## config.mk

```make
export PLATFORM = sky130hd
export DESIGN_NAME = cavlc_fifo_ctrl
export DESIGN_NICKNAME = d
export VERILOG_FILES = /design/src/rtl/cavlc_fifo_ctrl_pkg.sv /design/src/rtl/cavlc_fifo_ctrl_mem.sv /design/src/rtl/cavlc_fifo_ctrl.sv
export SDC_FILE = /design/constraint.sdc
export NUM_CORES = 1
export LEC_CHECK = 0
export CORE_MARGIN = 2
export CORE_UTILIZATION = 59
export DETAILED_ROUTE_END_ITERATION = 12
export PLACE_DENSITY_LB_ADDON = 0.05
export SYNTH_ARGS = -nofsm -noshare
export SYNTH_HDL_FRONTEND = slang
export SYNTH_SLANG_ARGS = --single-unit
```

## constraint.sdc

```tcl
create_clock -name Clk -period 2.3 [get_ports Clk]
set_input_delay 0.575 -clock Clk [delete_from_list [all_inputs] [get_ports Clk]]
set_output_delay 0.575 -clock Clk [all_outputs]
set_load 0.005 [all_outputs]
```

## src/rtl/cavlc_fifo_ctrl_pkg.sv

```systemverilog
// ---------------------------------------------------------------------------
// cavlc_fifo_pkg
// Shared constants for the CAVLC code-word buffering stage.
//   DATA_W : word width of the storage block
//   ADDR_W : pointer width (depth = 2^ADDR_W)
//   DEPTH  : number of storage entries
//   LVL_W  : occupancy counter width (must hold 0..DEPTH inclusive)
// ---------------------------------------------------------------------------
package cavlc_fifo_pkg;
   localparam int DATA_W = 16;
   localparam int ADDR_W = 3;
   localparam int DEPTH  = 1 << ADDR_W;
   localparam int LVL_W  = ADDR_W + 1;

   typedef logic [LVL_W-1:0] level_t;
endpackage : cavlc_fifo_pkg

```

## src/rtl/cavlc_fifo_ctrl_mem.sv

```systemverilog
// ---------------------------------------------------------------------------
// FIFOMemory
// Storage block for the CAVLC buffer: 2^ADDR_W words of DATA_W bits, one
// synchronous write port and one combinational (show-ahead) read port.
// Ports:
//   Clk, nReset : clock, asynchronous active-low reset (zeroes all entries)
//   WrEn        : write strobe, stores WrData at WrAddr on the rising edge
//   WrAddr      : write address
//   WrData      : write data
//   OutEn       : output enable; RdData is forced to 0 when low
//   RdAddr      : read address
//   RdData      : entry at RdAddr (combinational)
// ---------------------------------------------------------------------------
module FIFOMemory
   import cavlc_fifo_pkg::*;
#(
   parameter int MEM_DATA_W = cavlc_fifo_pkg::DATA_W,
   parameter int MEM_ADDR_W = cavlc_fifo_pkg::ADDR_W
) (
   input  logic                  Clk,
   input  logic                  nReset,
   input  logic                  WrEn,
   input  logic [MEM_ADDR_W-1:0] WrAddr,
   input  logic [MEM_DATA_W-1:0] WrData,
   input  logic                  OutEn,
   input  logic [MEM_ADDR_W-1:0] RdAddr,
   output logic [MEM_DATA_W-1:0] RdData
);

   localparam int MEM_DEPTH = 1 << MEM_ADDR_W;

   logic [MEM_DATA_W-1:0] mem [MEM_DEPTH];

   // One register per entry so each can be cleared by the asynchronous reset.
   for (genvar gi = 0; gi < MEM_DEPTH; gi++) begin : g_entry
      always_ff @(posedge Clk or negedge nReset) begin
         if (!nReset) begin
            mem[gi] <= '0;
         end else if (WrEn && (WrAddr == MEM_ADDR_W'(gi))) begin
            mem[gi] <= WrData;
         end
      end
   end

   assign RdData = OutEn ? mem[RdAddr] : '0;

endmodule : FIFOMemory

```

## src/rtl/cavlc_fifo_ctrl.sv

```systemverilog
// ---------------------------------------------------------------------------
// cavlc_fifo_ctrl
// Eight-entry buffer between the CAVLC code-word generator and the bitstream
// packer. Owns the pointers, occupancy count and status flags around the
// FIFOMemory storage block.
// Ports:
//   Clk, nReset        : clock, asynchronous active-low reset
//   WrValid/WrData     : producer side, word offered for enqueue
//   WrReady            : buffer can accept a word (not full)
//   RdValid/RdData     : consumer side, show-ahead head-of-queue word
//   RdReady            : consumer takes the head word
//   Flush              : synchronous clear of pointers/count (wins over push/pop)
//   Level              : occupancy 0..DEPTH
//   Full/Empty         : Level == DEPTH / Level == 0
//   AlmostFull         : Level >= AFULL_LEVEL
// ---------------------------------------------------------------------------
module cavlc_fifo_ctrl
   import cavlc_fifo_pkg::*;
#(
   parameter int DATA_W      = cavlc_fifo_pkg::DATA_W,
   parameter int ADDR_W      = cavlc_fifo_pkg::ADDR_W,
   parameter int AFULL_LEVEL = 6
) (
   input  logic              Clk,
   input  logic              nReset,
   input  logic              WrValid,
   input  logic [DATA_W-1:0] WrData,
   output logic              WrReady,
   output logic              RdValid,
   output logic [DATA_W-1:0] RdData,
   input  logic              RdReady,
   input  logic              Flush,
   output logic [ADDR_W:0]   Level,
   output logic              Full,
   output logic              Empty,
   output logic              AlmostFull
);

   localparam logic [ADDR_W:0] FULL_LVL  = (ADDR_W+1)'(1 << ADDR_W);
   localparam logic [ADDR_W:0] AFULL_LVL = (ADDR_W+1)'(AFULL_LEVEL);
   localparam logic [ADDR_W:0] LVL_ONE   = (ADDR_W+1)'(1);
   localparam logic [ADDR_W-1:0] PTR_ONE = ADDR_W'(1);

   logic [ADDR_W-1:0] wr_ptr_reg;
   logic [ADDR_W-1:0] rd_ptr_reg;
   logic [ADDR_W:0]   level_reg;
   logic [ADDR_W:0]   level_next;
   logic              full_reg;
   logic              empty_reg;
   logic              afull_reg;
   logic              push;
   logic              pop;
   logic              mem_we;

   // Handshakes are gated only by registered flags, so there is no
   // combinational path from WrValid/RdReady to any output.
   assign push   = WrValid & ~full_reg;
   assign pop    = RdReady & ~empty_reg;
   // A push offered in a flush cycle is discarded rather than written.
   assign mem_we = push & ~Flush;

   always_comb begin
      level_next = level_reg;
      unique case ({push, pop})
         2'b10:   level_next = level_reg + LVL_ONE;
         2'b01:   level_next = level_reg - LVL_ONE;
         default: level_next = level_reg;
      endcase
   end

   // Flags are decoded from the next count so they line up with the pointers.
   always_ff @(posedge Clk or negedge nReset) begin
      if (!nReset) begin
         wr_ptr_reg <= '0;
         rd_ptr_reg <= '0;
         level_reg  <= '0;
         full_reg   <= 1'b0;
         empty_reg  <= 1'b1;
         afull_reg  <= 1'b0;
      end else if (Flush) begin
         wr_ptr_reg <= '0;
         rd_ptr_reg <= '0;
         level_reg  <= '0;
         full_reg   <= 1'b0;
         empty_reg  <= 1'b1;
         afull_reg  <= 1'b0;
      end else begin
         if (push) wr_ptr_reg <= wr_ptr_reg + PTR_ONE;
         if (pop)  rd_ptr_reg <= rd_ptr_reg + PTR_ONE;
         level_reg <= level_next;
         full_reg  <= (level_next == FULL_LVL);
         empty_reg <= (level_next == '0);
         afull_reg <= (level_next >= AFULL_LVL);
      end
   end

   FIFOMemory #(
      .MEM_DATA_W (DATA_W),
      .MEM_ADDR_W (ADDR_W)
   ) u_mem (
      .Clk    (Clk),
      .nReset (nReset),
      .WrEn   (mem_we),
      .WrAddr (wr_ptr_reg),
      .WrData (WrData),
      .OutEn  (~empty_reg),
      .RdAddr (rd_ptr_reg),
      .RdData (RdData)
   );

   assign WrReady    = ~full_reg;
   assign RdValid    = ~empty_reg;
   assign Level      = level_reg;
   assign Full       = full_reg;
   assign Empty      = empty_reg;
   assign AlmostFull = afull_reg;

endmodule : cavlc_fifo_ctrl

```

* Word-level counts from Yosys, hierarchy flattened
Index checks and enable logic that the tools add are counted.
Storage, ports and cells: register bits after elaboration 141, bits in latches 0, RAM bits 0, ROM bits 0, bits of input ports 21, output and inout port bits 25, memories kept 0
Cells by class: add/sub/neg operators 4, multipliers 0, div/mod/pow operators 0, magnitude comparators 2, equal/unequal tests 10, shift-type cells 0, mux-type cells 13, bitwise gates (word level) 7, reduce and logical (&&, ||, !) cells 12
Operator list (count):
- $bmux W16 S3 | 1
- $mux W16 | 3
- $eq A3 B3 Y1 const B | 4
- $mux W3 | 4
- $logic_and A1 B1 Y1 | 8
- $pmux W4 S2 | 1
- $add A3 B1 Y3 const B | 2
- $eq A3 B2 Y1 const B | 2
- $add A4 B1 Y4 const B | 1
- $eq A4 B4 Y1 const B | 1
- $ge A4 B3 Y1 const B | 1
- $ge A4 B4 Y1 const B | 1
- $logic_not A4 Y1 | 1
- $mux W4 | 1
- $not A3 Y4 | 1
- $reduce_bool A2 Y1 | 2
- $sub A4 B1 Y4 const B | 1
- $and A1 B1 Y1 | 3
- $eq A3 B1 Y1 const B | 1
- $logic_not A3 Y1 | 1
- $mux W1 | 3
- $not A1 Y1 | 3
- $eq A2 B1 Y1 const B | 1
- $eq A2 B2 Y1 const B | 1

* Longest topological paths before layout
Gate-level depths: netlist (run 1).
depth after elaboration 6, mapped depth 11, gate-level depth less buffers 10

* By module
A second synthesis (run 1) with hierarchy kept.
Unflattened totals: cells, all modules 457, area, all modules 6708.9 um2
Modules (own cells, without submodules):
- FIFOMemory | times used 1, cells an instance 388, area each 5993.2 um2, sequential area each 3203.1 um2
- cavlc_fifo_ctrl | times used 1, cells an instance 69, area each 715.7 um2, sequential area each 326.6 um2

* Worst setup path before layout (run 1)
Ideal clock, no wire load.
kind input -> register, start in WrValid, end reg full_reg (netlist: Full), arrival 2.085 ns, setup slack 0.115 ns, stages on the path 11, path buffers 1, path through nor2b_2 -> buf_6 -> inv_8 -> nand2_1 -> xnor2_1 -> ha_1 -> a21oi_1 -> a21boi_0 -> nor3_1 -> xnor2_1 -> nor4bb_1
On the way: word-level cells in the longest chain between the ends 5, elaborated cells on any way between the ends 6
Ends and longest elaborated chain:
- start, declared | RTL line cavlc_fifo_ctrl.sv:26 | input logic WrValid,
- $and A1 B1 Y1 (*) | RTL line cavlc_fifo_ctrl.sv:57 | assign push = WrValid & ~full_reg;
- $eq A2 B1 Y1 / $eq A2 B2 Y1 (equally long branches) | RTL line cavlc_fifo_ctrl.sv:64 | unique case ({push, pop})
- $pmux W4 S2 (*) | RTL line cavlc_fifo_ctrl.sv:64
- $eq A4 B4 Y1 (*) | RTL line cavlc_fifo_ctrl.sv:91 | full_reg <= (level_next == FULL_LVL);
- $mux W1 (*) | RTL line cavlc_fifo_ctrl.sv:80 | end else if (Flush) begin
- end signal, assigned | RTL line cavlc_fifo_ctrl.sv:91
- end, declared | RTL line cavlc_fifo_ctrl.sv:48 | logic full_reg;
Every way passes the cells marked *; elsewhere a longest branch is shown, timed or not. A chain may end at the register's enable or synchronous reset.

* Worst setup path in the final report (run 1)
start reg rd_ptr_reg[0], end out RdData[9]
On the way: word-level cells in the longest chain between the ends 5
Ends and longest elaborated chain:
- start, declared | RTL line cavlc_fifo_ctrl.sv:45 | logic [ADDR_W-1:0] rd_ptr_reg;
- start signal, assigned | RTL line cavlc_fifo_ctrl.sv:89 | if (pop) rd_ptr_reg <= rd_ptr_reg + PTR_ONE;
- $not A3 Y4 (implied by the code) | RTL line cavlc_fifo_ctrl_mem.sv:45 | assign RdData = OutEn ? mem[RdAddr] : '0;
- $bmux W16 S3 | RTL line cavlc_fifo_ctrl_mem.sv:45
- $mux W16 (implied by the code) (2 in series) | RTL line cavlc_fifo_ctrl_mem.sv:45
- $mux W16 | RTL line cavlc_fifo_ctrl_mem.sv:45
- end, declared | RTL line cavlc_fifo_ctrl.sv:30 | output logic [DATA_W-1:0] RdData,
Every way passes these cells. The select of a mux whose other input is x is not followed.

==> flow_metrics.tcl, run 1 <==
set metrics [dict create \
    netlist_top_cells_area "dfrtp_1 (53%), mux2_2 (20%), mux4_2 (11%)" \
    grt_use_total_pct 26.5 \
    power_w 0.00800 \
    clock_sinks 141 \
    cp_max_fo 5 \
    largest_reg_flops 128 \
    ys_seq_elements 141 \
    cts_tree "built" \
    crit_type "register to output port" \
    synth_edf_count 0 \
    drt-wirelength-per-cell_microns 21.5 \
    netlist_area_sq_um 6660 \
    end_kind "output port" \
    synth_cells 427 \
    io_buffers 45 \
    layout_min_cycle_time_ns 2.57 \
    synth_most_common_cell "dfrtp_1" \
    rows 38 \
    start_kind "register" \
    synthFlopType "dfrtp_1" \
    die_w_microns 110 \
    leakagePower_nw 3.75 \
    setup_viol 16 \
    area_growth_pct 24.5 \
    cts_inserted_buffers 17 \
    hold_ws_ns 0.0928 \
    cts_root_buffer "clkbuf_16" \
    gp_congestion 0.781 \
    max_freq_ghz 0.389 \
    drc 0 \
    start_util_pct 60.9 \
    yosys_warnings 0 \
    max-cap-violations 0 \
    multi_input_area_sq_um 2950 \
    grt_pass1_wl_microns 23000 \
    dieArea_sq_um 12200 \
    wl_microns 14300 \
    grt_pass1_vias 4169 \
    layout_worst_path_cycle_share_pct 112 \
    grt_overflow 0 \
    p_per_area_nw_per_um2 965 \
    viasPerCell 5.87 \
    hold_viol 0 \
    drv_slew 0 \
    top_register "u_mem.mem" \
    antenna_found_initial 0 \
    grt_max_degree 47 \
    clock_insertion_delay_worst_skew_ns 0.41 \
    firstDrtPassIters 4 \
    async_flop_share_pct 100 \
    vias 3913 \
    failed_checks "negative setup slack" \
    status "complete, but fails checks" \
    drive_gt1_share_pct 52.9 \
    post_dp_cell_area_sq_um 7610 \
    synth_top_area_share_pct 52.6 \
    io_pins 46 \
    grt_setup_unrepaired "true" \
    final_antenna_net_count 0 \
    htree_levels 4 \
    skew_ns 0.00716 \
    holdCritPathClass "primary input to asynchronous set/reset pin" \
    core-area_sq_um 10900 \
    yosys.area.top_type "dfrtp_1" \
    vdd_ir_drop_max_mv 0.611 \
    slew_headroom_pct 68.9 \
    fill_cells 671 \
    final_cell_area_sq_um 8290 \
    syn-num-nets 457 \
    crit_arrival_ns 2.00 \
    drt_iter0_drc 177 \
    fin_ws_ns -0.271 \
    clkTransAtPathRegs_ns 0.06 \
    ff_latch_area_sq_um 3530 \
    fin_nets 544 \
    n_antenna_cell 0 \
    pre_cts_ws_ns -0.421 \
    die-height_microns 110 \
    synthDistinctLibCells 40 \
    synth-seq-area-share_pct 53.0 \
    cp.required_ns 1.73 \
    synth_area_per_cell_sq_um 15.6 \
    clockBufferDepth 2 \
    hpwl_microns 8530 \
    synth_common_cells "dfrtp_1 (140), mux2_2 (120), mux4_2 (32)" \
    tightest_slew_ns 0.466 \
    postCtsHoldBufs 0 \
]
## through the flow
stage | TNS [ns] | instances | utilization (%)
floorplan | 0 | 427 | -
global placement | -12.17 | 621 | 69.6
detailed placement | -14.51 | 621 | 69.6
CTS | -4.02 | 667 | 75.9
global route | -4.76 | 667 | 75.8
finish | -3.22 | 667 | 75.8
## power breakdown
part	internal [W]	total (W)	leakage, nW	switching [W]
Combinational	0.00129	0.00201	1.65	0.000724
Sequential	0.00311	0.00346	1.82	0.000347
Clock	0.00154	0.00253	0.276	0.000992
## critical path, stage by stage (launching register included)
cell,delay [ns]
dfrtp_2,0.41
buf_6,0.14
buf_16,0.13
buf_6,0.10
mux4_2,0.48
mux2i_1,0.14
nor2_1,0.05
buf_2,0.12
## cells in the final DEF, fill, tap and decap left out, types with 5 or more instances in the layout
master and instances:
clkdlybuf4s50_1 28, nor2_1 22, mux2_2 120, mux4_2 32, dfrtp_1 139, buf_12 21
clkbuf_8 6, buf_2 15, inv_1 6, mux2_4 8, ha_1 8, buf_6 6
mux2i_1 15, xnor2_1 5, clkbuf_16 17, clkinv_2 5, nand2_1 6, buf_4 19
## final cells by class
| class | instances | area share (%) |
|---|---|---|
| multi-input cells | 253 | 35.5 |
| clock inverters | 6 | 0.392 |
| clock buffers | 26 | 6.26 |
| repair buffers | 93 | 12.6 |
| inverters | 8 | 0.483 |
| well taps | 140 | 2.11 |
| flip-flops and latches | 141 | 42.6 |
## kinds of logic (layout without fill, tap and decap cells)
kind of cell / after synthesis / in the layout / synth area share [%]
DFF: 141 / 141 / 53.0
muxes: 177 / 177 / 35.4
xor gates and xnor gates: 6 / 6 / 0.789
and+or+nand+nor: 49 / 49 / 4.73
adders and majority gates: 9 / 9 / 1.69
buffers and inverters: 33 / 133 / 3.23
AOI/OAI and AO/OA: 12 / 12 / 1.15
## timing repair
action,4_1_cts,5_1_grt
setup buffers,11,3
pin swaps,3,7
gates cloned,3,0
setup endpoints to repair,19,21
gates resized for setup,78,11
## routing by layer
layer	GRT usage, %	vias up	share of wire, %
met4	8.21	0	1.1
li1	-	1743	-
met5	0	-	0
met1	36.3	2079	45
met2	42.2	79	50
met3	6.47	12	4.0
## final timing paths
path / startpoint / to / cells after the start / slack, ns
max in group asynchronous: nReset / u_mem.mem[123]$_DFFE_PN0P_ / 2 / 1.63
hold reg to reg: u_mem.mem[75]$_DFFE_PN0P_ / u_mem.mem[75]$_DFFE_PN0P_ / 1 / 0.50
min in group Clk: u_mem.mem[75]$_DFFE_PN0P_ / u_mem.mem[75]$_DFFE_PN0P_ / 1 / 0.50
setup / recovery: rd_ptr_reg[0]$_DFFE_PN0P_ / RdData[9] / 7 / -0.27
hold / removal: nReset / Level[2]$_DFF_PN0_ / 1 / 0.09
setup reg to reg: Empty$_DFF_PN1_ / AlmostFull$_DFF_PN0_ / 10 / 0.17
(Power assumes the default switching activity.)
==> run 2: changes to the inputs <==
- CAP_MARGIN: unset -> 10
- CTS_BUF_LIST: unset -> sky130_fd_sc_hd__clkbuf_4 sky130_fd_sc_hd__clkbuf_8 sky130_fd_sc_hd__clkbuf_16
- SLEW_MARGIN: unset -> 40
==> run 2 against run 1 <==
- the flow still finishes with violations (negative setup slack)
- flip-flop and latch count did not move
- largest cell class unchanged
- first-iteration DRC count rose by 18%
- fmax fell by 0.38%
- design area is 0.54% higher
==> flow_metrics.tcl, run 2 (synthesis gave the netlist of run 1 again) <==
set metrics [dict create \
    crit_end "RdData[9]" \
    die_w_microns 110 \
    crit_type "register to output port" \
    io_buffers 45 \
    grt_max_degree 47 \
    clock_sinks 141 \
    grt_pass1_wl_microns 22800 \
    failed_checks "negative setup slack" \
    startpoint "rd_ptr_reg[0]$_DFFE_PN0P_" \
    end_kind "output port" \
    clkTransAtPathRegs_ns 0.06 \
    wl_microns 14300 \
    fill_cells 669 \
    cp_max_fo 5 \
    reg2reg_depth 10 \
    grt_use_total_pct 26.2 \
    tightest_slew_ns 0.468 \
    cts_inserted_buffers 17 \
    grt_setup_unrepaired "true" \
    start_util_pct 60.9 \
    cts_tree "built" \
    top_register "u_mem.mem" \
    layout_min_cycle_time_ns 2.58 \
    pre_cts_ws_ns -0.421 \
    multi_input_area_sq_um 2950 \
    die-height_microns 110 \
    final_cell_area_sq_um 8340 \
    skew_ns 0.00437 \
    viasPerCell 5.85 \
    grt_pass1_vias 4139 \
    dieArea_sq_um 12200 \
    htree_levels 4 \
    hpwl_microns 8530 \
    p_per_area_nw_per_um2 966 \
    layout_worst_path_cycle_share_pct 112 \
    r2r_end "AlmostFull$_DFF_PN0_" \
    io_pins 46 \
    layout_common_cells "dfrtp_1 (139), mux2_2 (120), mux4_2 (32)" \
    start_kind "register" \
    core-area_sq_um 10900 \
    crit_arrival_ns 2.01 \
    antenna_found_initial 0 \
    final_cells 669 \
    leakagePower_nw 3.78 \
    cts_root_buffer "clkbuf_16" \
    max_freq_ghz 0.387 \
    placed_cells_incl_taps 621 \
    firstDrtPassIters 4 \
    drive_gt1_share_pct 53.7 \
    gp_congestion 0.781 \
    area_growth_pct 25.1 \
    r2r_slack_ns 0.18 \
    postCtsHoldBufs 0 \
    rows 38 \
    clockBufferDepth 2 \
    post_dp_cell_area_sq_um 7610 \
    fin_ws_ns -0.281 \
    final_antenna_net_count 0 \
    power_w 0.00805 \
    slew_headroom_pct 68.8 \
    r2r-start "Empty$_DFF_PN1_" \
    n_antenna_cell 0 \
    ff_latch_area_sq_um 3530 \
    max-cap-violations 0 \
    fin_nets 546 \
    cp.required_ns 1.73 \
    vdd_ir_drop_max_mv 0.633 \
    vias 3911 \
    final_common_cell "dfrtp_1" \
    largest_reg_flops 128 \
    postLayoutCoreUtil_pct 76.3 \
    grt_overflow 0 \
    setup_viol 16 \
    clock_insertion_delay_worst_skew_ns 0.41 \
    drt-wirelength-per-cell_microns 21.4 \
    holdCritPathClass "primary input to asynchronous set/reset pin" \
    status "complete, but fails checks" \
    drv_slew 0 \
    drt_iter0_drc 209 \
    hold_viol 0 \
    drc 0 \
]
## run 2: per-stage QoR
stage               hold WS (ns)  setup TNS, ns
global placement           0.482         -12.17
detailed placement         0.488         -14.51
finish                    0.0963          -3.57
CTS                       0.0984          -4.02
global route               0.111          -5.05
floorplan                  0.279              0
## run 2: repair_timing
item | in CTS | in global routing
endpoints found under the setup margin | 19 | 21
buffers inserted | 11 | 3
resized for setup | 78 | 10
endpoints found under the hold margin | 0 | 0
cloned | 3 | 0
pin swaps | 3 | 7
## run 2: how the worst min path moves through the flow
| stage | from | to | slack [ns] | depth (start not counted) |
|---|---|---|---|---|
| finish | nReset | Level[2]$_DFF_PN0_ | 0.1 | 1 |
| detailed placement | u_mem.mem[29]$_DFFE_PN0P_ | u_mem.mem[29]$_DFFE_PN0P_ | 0.49 | 1 |
| floorplan | nReset | AlmostFull$_DFF_PN0_ | 0.28 | 0 |
| CTS | nReset | Level[2]$_DFF_PN0_ | 0.1 | 1 |
| global route | nReset | Level[2]$_DFF_PN0_ | 0.11 | 1 |
| global placement | u_mem.mem[91]$_DFFE_PN0P_ | u_mem.mem[91]$_DFFE_PN0P_ | 0.48 | 1 |
## run 2: layout make-up
cell class / count / area share (%)
tap: 140 / 2.10
sequential: 141 / 42.3
multi-input combinational: 253 / 35.3
inverter: 8 / 0.480
clock buffer: 26 / 6.36
timing repair buffer: 95 / 13.0
clock inverter: 6 / 0.390
## run 2: routing by layer
metal / routed length (microns) / part of all wire (%) / vias up / GRT usage, %
li1: - / - / 1749 / -
met1: 6610 / 46 / 2080 / 36.6
met2: 7130 / 50 / 70 / 41.8
met3: 450 / 3.1 / 12 / 6.17
met4: 150 / 1.0 / 0 / 6.96
met5: 0 / 0 / - / 0
## run 2: worst max-delay path, stage by stage, from the launching register on
cell	delay (ns)
dfrtp_2	0.41
buf_6	0.14
buf_16	0.13
buf_6	0.10
mux4_2	0.49
mux2i_1	0.14
nor2_1	0.05
buf_2	0.12
## run 2: report_power, final
| group | internal (W) | switching [W] | leakage, nW | total (W) |
|---|---|---|---|---|
| combinational | 0.00130 | 0.000732 | 1.67 | 0.00203 |
| sequential | 0.00311 | 0.000343 | 1.82 | 0.00346 |
| clock | 0.00158 | 0.000986 | 0.286 | 0.00256 |
